[src/rtl/polar_averager_if.sv]
// polar_averager_if
//   AXI-Stream style bundle for the polar sample stream {angle[31:16], radius[15:0]}.
//   Signals: tdata (32), tvalid, tlast, tstrb (4), tready.
//   master: drives tdata/tvalid/tlast/tstrb and receives tready.
//   slave : receives tdata/tvalid/tlast/tstrb and drives tready.
interface polar_averager_if;
  logic [31:0] tdata;
  logic        tvalid;
  logic        tlast;
  logic [3:0]  tstrb;
  logic        tready;

  modport master (output tdata, output tvalid, output tlast, output tstrb, input tready);
  modport slave  (input tdata, input tvalid, input tlast, input tstrb, output tready);
endinterface

[src/rtl/polar_averager.sv]
// polar_averager
//   Averages 2^LOG2_AVG consecutive polar samples into one output beat.
//   Radius is summed unsigned and truncated. Phase is averaged as signed
//   offsets from the first angle of the window, so windows that straddle the
//   0/360 degree seam average correctly.
// Ports:
//   s00_axis_aclk    : sole clock
//   s00_axis_aresetn : asynchronous active-low reset
//   s00_axis         : input stream (slave); tstrb ignored
//   m00_axis         : output stream (master); tlast = OR of window tlasts,
//                      tstrb constant 4'hF
module polar_averager #(
  parameter int LOG2_AVG               = 4,
  parameter int C_S00_AXIS_TDATA_WIDTH = 32,
  parameter int C_M00_AXIS_TDATA_WIDTH = 32
) (
  input  logic              s00_axis_aclk,
  input  logic              s00_axis_aresetn,
  polar_averager_if.slave   s00_axis,
  polar_averager_if.master  m00_axis
);

  localparam int N  = 1 << LOG2_AVG;
  localparam int AW = 16 + LOG2_AVG;

  logic [8:0]           cnt_q,    cnt_d;
  logic [15:0]          ref_q,    ref_d;
  logic signed [AW-1:0] pacc_q,   pacc_d;
  logic [AW-1:0]        racc_q,   racc_d;
  logic                 flag_q,   flag_d;
  logic [31:0]          odata_q,  odata_d;
  logic                 ovalid_q, ovalid_d;
  logic                 olast_q,  olast_d;

  logic                 s_ready_s;
  logic                 accept_s;
  logic                 first_s;
  logic                 last_s;
  logic [15:0]          angle_s;
  logic [15:0]          radius_s;
  logic signed [15:0]   delta_s;
  logic [15:0]          ref_s;
  logic signed [AW-1:0] psum_s;
  logic [AW-1:0]        rsum_s;
  logic                 flag_s;
  logic signed [AW-1:0] pshift_s;
  logic [AW-1:0]        rshift_s;
  logic [15:0]          mean_angle_s;
  logic [15:0]          mean_radius_s;

  // Input may advance whenever the output register is empty or being drained.
  assign s_ready_s       = !ovalid_q || m00_axis.tready;
  assign accept_s        = s00_axis.tvalid && s_ready_s;
  assign s00_axis.tready = s_ready_s;

  assign m00_axis.tdata  = odata_q;
  assign m00_axis.tvalid = ovalid_q;
  assign m00_axis.tlast  = olast_q;
  assign m00_axis.tstrb  = 4'hF;

  // Running sums including the beat currently on the input.
  always_comb begin
    angle_s  = s00_axis.tdata[31:16];
    radius_s = s00_axis.tdata[15:0];
    first_s  = (cnt_q == 9'd0);
    last_s   = (cnt_q == 9'(N - 1));
    // Modular difference reinterpreted as signed gives the shortest-arc offset.
    delta_s  = signed'(angle_s - ref_q);
    if (first_s) begin
      ref_s  = angle_s;
      psum_s = '0;
      rsum_s = AW'(radius_s);
      flag_s = s00_axis.tlast;
    end else begin
      ref_s  = ref_q;
      psum_s = pacc_q + AW'(delta_s);
      rsum_s = racc_q + AW'(radius_s);
      flag_s = flag_q | s00_axis.tlast;
    end
    // Arithmetic shift floors the mean offset; the sum back onto ref wraps mod 2^16.
    pshift_s      = psum_s >>> LOG2_AVG;
    rshift_s      = rsum_s >> LOG2_AVG;
    mean_angle_s  = ref_s + pshift_s[15:0];
    mean_radius_s = rshift_s[15:0];
  end

  // Next-state for window accumulators and the output register.
  always_comb begin
    cnt_d    = cnt_q;
    ref_d    = ref_q;
    pacc_d   = pacc_q;
    racc_d   = racc_q;
    flag_d   = flag_q;
    odata_d  = odata_q;
    olast_d  = olast_q;
    if (m00_axis.tready) begin
      ovalid_d = 1'b0;
    end else begin
      ovalid_d = ovalid_q;
    end
    if (accept_s) begin
      ref_d  = ref_s;
      pacc_d = psum_s;
      racc_d = rsum_s;
      flag_d = flag_s;
      if (last_s) begin
        cnt_d    = 9'd0;
        odata_d  = {mean_angle_s, mean_radius_s};
        olast_d  = flag_s;
        ovalid_d = 1'b1;
      end else begin
        cnt_d = cnt_q + 9'd1;
      end
    end else begin
      cnt_d = cnt_q;
    end
  end

  // State registers; reset discards any partial window.
  always_ff @(posedge s00_axis_aclk or negedge s00_axis_aresetn) begin
    if (!s00_axis_aresetn) begin
      cnt_q    <= 9'd0;
      ref_q    <= 16'd0;
      pacc_q   <= '0;
      racc_q   <= '0;
      flag_q   <= 1'b0;
      odata_q  <= 32'd0;
      ovalid_q <= 1'b0;
      olast_q  <= 1'b0;
    end else begin
      cnt_q    <= cnt_d;
      ref_q    <= ref_d;
      pacc_q   <= pacc_d;
      racc_q   <= racc_d;
      flag_q   <= flag_d;
      odata_q  <= odata_d;
      ovalid_q <= ovalid_d;
      olast_q  <= olast_d;
    end
  end

endmodule

[src/flat_wrapper.sv]
// flat-port wrapper written by rule: the top's interface ports become plain ports
module polar_averager_flat 
#(
  parameter int LOG2_AVG               = 4,
  parameter int C_S00_AXIS_TDATA_WIDTH = 32,
  parameter int C_M00_AXIS_TDATA_WIDTH = 32
)
  (s00_axis_aclk, s00_axis_aresetn, s00_axis_tdata, s00_axis_tvalid, s00_axis_tlast, s00_axis_tstrb, s00_axis_tready, m00_axis_tdata, m00_axis_tvalid, m00_axis_tlast, m00_axis_tstrb, m00_axis_tready);
  polar_averager_if s00_axis_i ();
  polar_averager_if m00_axis_i ();
  input  logic s00_axis_aclk;
  input  logic s00_axis_aresetn;
  input wire logic [$bits(s00_axis_i.tdata)-1:0] s00_axis_tdata;
  input wire logic [$bits(s00_axis_i.tvalid)-1:0] s00_axis_tvalid;
  input wire logic [$bits(s00_axis_i.tlast)-1:0] s00_axis_tlast;
  input wire logic [$bits(s00_axis_i.tstrb)-1:0] s00_axis_tstrb;
  output wire logic [$bits(s00_axis_i.tready)-1:0] s00_axis_tready;
  output wire logic [$bits(m00_axis_i.tdata)-1:0] m00_axis_tdata;
  output wire logic [$bits(m00_axis_i.tvalid)-1:0] m00_axis_tvalid;
  output wire logic [$bits(m00_axis_i.tlast)-1:0] m00_axis_tlast;
  output wire logic [$bits(m00_axis_i.tstrb)-1:0] m00_axis_tstrb;
  input wire logic [$bits(m00_axis_i.tready)-1:0] m00_axis_tready;
  assign s00_axis_i.tdata = s00_axis_tdata;
  assign s00_axis_i.tvalid = s00_axis_tvalid;
  assign s00_axis_i.tlast = s00_axis_tlast;
  assign s00_axis_i.tstrb = s00_axis_tstrb;
  assign s00_axis_tready = s00_axis_i.tready;
  assign m00_axis_tdata = m00_axis_i.tdata;
  assign m00_axis_tvalid = m00_axis_i.tvalid;
  assign m00_axis_tlast = m00_axis_i.tlast;
  assign m00_axis_tstrb = m00_axis_i.tstrb;
  assign m00_axis_i.tready = m00_axis_tready;
  polar_averager #(.LOG2_AVG(LOG2_AVG), .C_S00_AXIS_TDATA_WIDTH(C_S00_AXIS_TDATA_WIDTH), .C_M00_AXIS_TDATA_WIDTH(C_M00_AXIS_TDATA_WIDTH)) u_core (.s00_axis_aclk(s00_axis_aclk), .s00_axis_aresetn(s00_axis_aresetn), .s00_axis(s00_axis_i), .m00_axis(m00_axis_i));
endmodule
[config.mk]
export PLATFORM = sky130hd
export DESIGN_NAME = polar_averager_flat
export DESIGN_NICKNAME = d
export VERILOG_FILES = /design/src/rtl/polar_averager_if.sv /design/src/rtl/polar_averager.sv /design/src/flat_wrapper.sv
export SDC_FILE = /design/constraint.sdc
export NUM_CORES = 1
export LEC_CHECK = 0
export BUFFER_PORTS_ARGS = -buffer_cell sky130_fd_sc_hd__buf_4
export CORE_UTILIZATION = 40
export DETAILED_ROUTE_END_ITERATION = 10
export HOLD_SLACK_MARGIN = 0.05
export PLACE_DENSITY = 0.62
export SLEW_MARGIN = 30
export SYNTH_ARGS = -nofsm -noshare
export SYNTH_HDL_FRONTEND = slang
export SYNTH_SLANG_ARGS = --single-unit
[constraint.sdc]
create_clock -name s00_axis_aclk -period 15.64 [get_ports s00_axis_aclk]
set_input_delay 2.346 -clock s00_axis_aclk [delete_from_list [all_inputs] [get_ports s00_axis_aclk]]
set_output_delay 2.346 -clock s00_axis_aclk [all_outputs]
set_load 0.01 [all_outputs]
* After elaboration in Yosys (flattened, before gate mapping)
Cells that the tools add are included.
** Operators by class
- $add $sub $neg :: 5
- Shift operators :: 0
- Mux-type cells :: 8
- Equal/unequal tests :: 1
- $lt $le $gt $ge :: 0
- Div/mod/pow operators :: 0
- Multipliers :: 0
- Bitwise gates (word level) :: 1
- Reduce and logical (&&, ||, !) cells :: 5
** Operator list (count)
- $add A20 B16 Y20 :: 2
- $mux W20 :: 2
- $add A16 B16 Y16 :: 1
- $mux W16 :: 1
- $sub A16 B16 Y16 :: 1
- $add A9 B1 Y9 const B :: 1
- $eq A9 B4 Y1 const B :: 1
- $logic_not A9 Y1 :: 1
- $mux W9 :: 1
- $mux W1 :: 4
- $reduce_and A2 Y1 :: 1
- $logic_and A1 B1 Y1 :: 1
- $logic_not A1 Y1 :: 1
- $logic_or A1 B1 Y1 :: 1
- $or A1 B1 Y1 :: 1
** Storage, ports and cells
- Memory bits (writable) :: 0
- Flip-flop bits (word level) :: 100
- Bits in latches :: 0
- Word-level logic and storage cells :: 28
- Input port bits :: 41
- Output and inout port bits :: 39
- ROM bits :: 0
- Memories :: 0

* Depth between registers and ports, before layout
- Depth after elaboration :: 4
- Depth in mapped cells :: 28
- Mapped depth without buffers :: 28

* Worst setup path before layout
Ideal clock, no wire load.
- Path type :: input -> register
- Start point :: input port s00_axis_tdata[16]
- End point :: register u_core.odata_q[31] (netlist: u_core.m00_axis.tdata[31])
- Buffers on the path :: 0
- Setup time :: 129 ps
- Setup slack :: 8580 ps
- Arrival :: 6930 ps
- Stages on the path :: 28
- Cells stage by stage :: inv_1 > ha_1 > fa_1 > nor2b_1 > o21ai_0 > a21boi_0 > o21ai_0 > a21oi_1 > o21a_1 > nor2_1 > a2bb2oi_1 > a21oi_1 > xor2_1 > ha_1 > a21oi_1 > o21ai_1 > a221oi_1 > xor2_1 > nor2_1 > ha_1 > and3_1 > nand3_1 > nand3_1 > o41ai_1 > nand4b_1 > nand3_1 > xnor2_1 > o21ai_1
** On the way
- Longest elaborated chain between the ends :: 4
- Elaborated cells on any way between the ends :: 5
- Classes of those cells :: add/sub: 3; mux: 2
** Ends and longest elaborated chain
- start, declared :: line flat_wrapper.sv:13 : input wire logic [$bits(s00_axis_i.tdata)-1:0] s00_axis_tdata;
- $sub A16 B16 Y16 :: line polar_averager.sv:68 : delta_s = signed'(angle_s - ref_q);
- $add A20 B16 Y20 :: line polar_averager.sv:76 : psum_s = pacc_q + AW'(delta_s);
- $mux W20 :: line polar_averager.sv:69 : if (first_s) begin
- named net u_core.psum_s[14] :: line polar_averager.sv:43 : logic signed [AW-1:0] psum_s;
- $add A16 B16 Y16 :: line polar_averager.sv:83 : mean_angle_s = ref_s + pshift_s[15:0];
- end signal, assigned :: line polar_averager.sv:136 : odata_q <= odata_d;
- end, declared :: line polar_averager.sv:31 : logic [31:0] odata_q, odata_d;
The timed path passes the listed nets, and every way through them passes these cells.
A chain may end at the register's enable or synchronous reset.

* Final worst setup path
Same ends and word-level chain as after synthesis.

==> flow_summary.json <==
{
  "synth_seq_cells": 100,
  "ant_nets": 0,
  "required_ps": 15880,
  "place.gp.congestion": 0.848,
  "die_h_um": 135,
  "drtIter0Drc": 348,
  "wl_per_cell_um": 14.5,
  "cts.sinks": 100,
  "cp-startpoint": "s00_axis_tdata[16]",
  "core_um2": 17300,
  "vias": 5875,
  "avgViaCountPerCell": 5.22,
  "netlist_area_um2": 7060,
  "hpwlAfterDp_um": 11800,
  "area_delta_synth_final_pct": 14.7,
  "synth_edf_count": 0,
  "path_clk_slew_ps": 80,
  "avgSynthCellArea_um2": 8.46,
  "timing.fmax_mhz": 130,
  "timing.final.crit_share_pct": 49.2,
  "tightest_slew_ps": 795,
  "cts_hold_buf": 0,
  "timing.rr.start": "u_core.ref_q[0]",
  "cts-root-buf": "clkbuf_16",
  "crit_path_max_incr_delay_ps": 560,
  "start_kind": "input port",
  "drive_above_1_share_pct": 12.0,
  "fin_crit_ps": 7700,
  "dieWidth_um": 135,
  "yosysSeqAreaShare_pct": 35.4,
  "antenna_found_initial": 0,
  "slew_violations": 0,
  "gr-total-overflow": 0,
  "place.port_buffers": 71,
  "grt_pass1_wl_um": 27800,
  "status": "completed",
  "layout_commonest_cell": "nand2_1",
  "synthFlopType": "dfrtp_1",
  "holdCritStartpoint": "u_core.racc_q[7]",
  "layout_common_cells": "nand2_1, dfrtp_1, o21ai_0",
  "cp_slowest_cell": "o41ai_1",
  "cp.arrival_ps": 7940,
  "rsz0062_at_grt": "no",
  "holdCritPathClass": "reg2reg",
  "htree_levels": 3,
  "path_buf_inv": 2,
  "diodes": 0,
  "dieArea_um2": 18200,
  "hold_viol_final": 0,
  "io_pins": 80,
  "async_reset_ff_share_pct": 100,
  "postCtsSetupBuffers": 0,
  "synth_cells": 835,
  "ctsResizeCount": 0,
  "cp_max_fo": 6,
  "grt_pass1_vias": 5713,
  "synth_cell_type_count": 61,
  "clk_path_buf_depth": 2,
  "drcViolationCount": 0,
  "end_kind": "register",
  "ys_warn_count": 0,
  "dr.pass1.iters": 5,
  "crit_family": "compound AO/OA/AOI/OAI gates",
  "worstSetupPathType": "in2reg",
  "maxCapViolCount": 0,
  "cts_buffers": 9,
  "tns_ps": 0,
  "row_count": 48,
  "final_nets": 1007,
  "grt_max_degree": 64,
  "fin_skew_ps": 11.0,
  "wl_um": 16400,
  "initial_core_util_pct": 40.8,
  "cts_tree": "done",
  "track_usage_pct": 19.3,
  "insertion_delay_ps": 360,
  "setup_viol": 0,
  "slew_headroom_pct": 47.0
}
==> synthesized netlist by cell type, drive strengths merged, types with 7 or more instances <==
cell / instances / area (um^2)
nand3: 15 / 75.1
a21oi: 46 / 238
a21o: 13 / 97.6
xor2: 31 / 272
xnor2: 30 / 263
nor2b: 11 / 68.8
nand2b: 7 / 43.8
and3: 7 / 43.8
nor2: 54 / 210
or3: 9 / 56.3
inv: 34 / 128
ha: 67 / 838
dfrtp: 100 / 2500
a22o: 10 / 87.6
a211oi: 10 / 80.1
o31ai: 9 / 67.6
clkbuf: 24 / 90.1
o21ai: 105 / 526
nor3: 11 / 55.1
buf: 7 / 45.1
nand2: 160 / 601
==> kinds of logic after synthesis <==
kind of cell	share of synthesized area, %
other cells	0.0531
xor+xnor	7.88
compound gates	20.0
simple gates	18.7
flops	35.4
buf+inv	3.72
mux	1.22
fa+ha+maj	13.0
==> metal layers <==
layer,track usage (%),vias to the layer above,share of wire (%)
met4,4.43,0,0.90
met1,26.9,2734,49
met5,0,-,0
met3,2.93,13,3.4
li1,-,3046,-
met2,31.3,82,46
==> sequential cells by signal (all words and copies together) (netlist names) <==
name and flops:
u_core.m00_axis.tlast 1, u_core.m00_axis.tvalid 1, u_core.racc_q 20, u_core.m00_axis.tdata 32, u_core.ref_q 16, u_core.flag_q 1
u_core.pacc_q 20, u_core.cnt_q 9
==> per-stage QoR <==
step	area (um^2)	setup WS [ps]	hold WS, ps	utilization [%]	cells
3_5_place_dp	7800	7560	469	45.1	1109
4_1_cts	8100	7910	490	46.8	1125
6_report	8100	7940	484	46.8	1125
3_3_place_gp	7800	7630	465	45.1	1109
2_1_floorplan	7070	8580	450	-	838
5_1_grt	8100	7330	498	46.8	1125
==> worst min-delay path, delay by kind of cell, from the launching register on <==
family        cells  cell delay, ps
flops             1             350
simple gates      2             110
==> final cells by class <==
| cell class | count | area [um^2] |
|---|---|---|
| clock buffer | 10 | 239 |
| clock inverter | 6 | 60.1 |
| fill | 1763 | 9200 |
| inverter | 34 | 128 |
| multi-input combinational | 673 | 4310 |
| sequential | 100 | 2500 |
| tap | 225 | 282 |
| timing repair buffer | 77 | 578 |
==> worst paths after layout <==
| kind | to | slack (ps) | cells after the start |
|---|---|---|---|
| min | u_core.racc_q[7] | 480 | 2 |
| max reg2reg | u_core.m00_axis.tdata[31] | 9700 | 27 |
| min reg2reg | u_core.racc_q[7] | 480 | 2 |
| min in group asynchronous | u_core.pacc_q[17] | 1950 | 1 |
| max | u_core.m00_axis.tdata[31] | 7940 | 29 |
| max in group asynchronous | u_core.pacc_q[12] | 12490 | 2 |
Power is not shown: default switching activity piles up to over one toggle a cycle in this logic, so the estimate is an artifact.
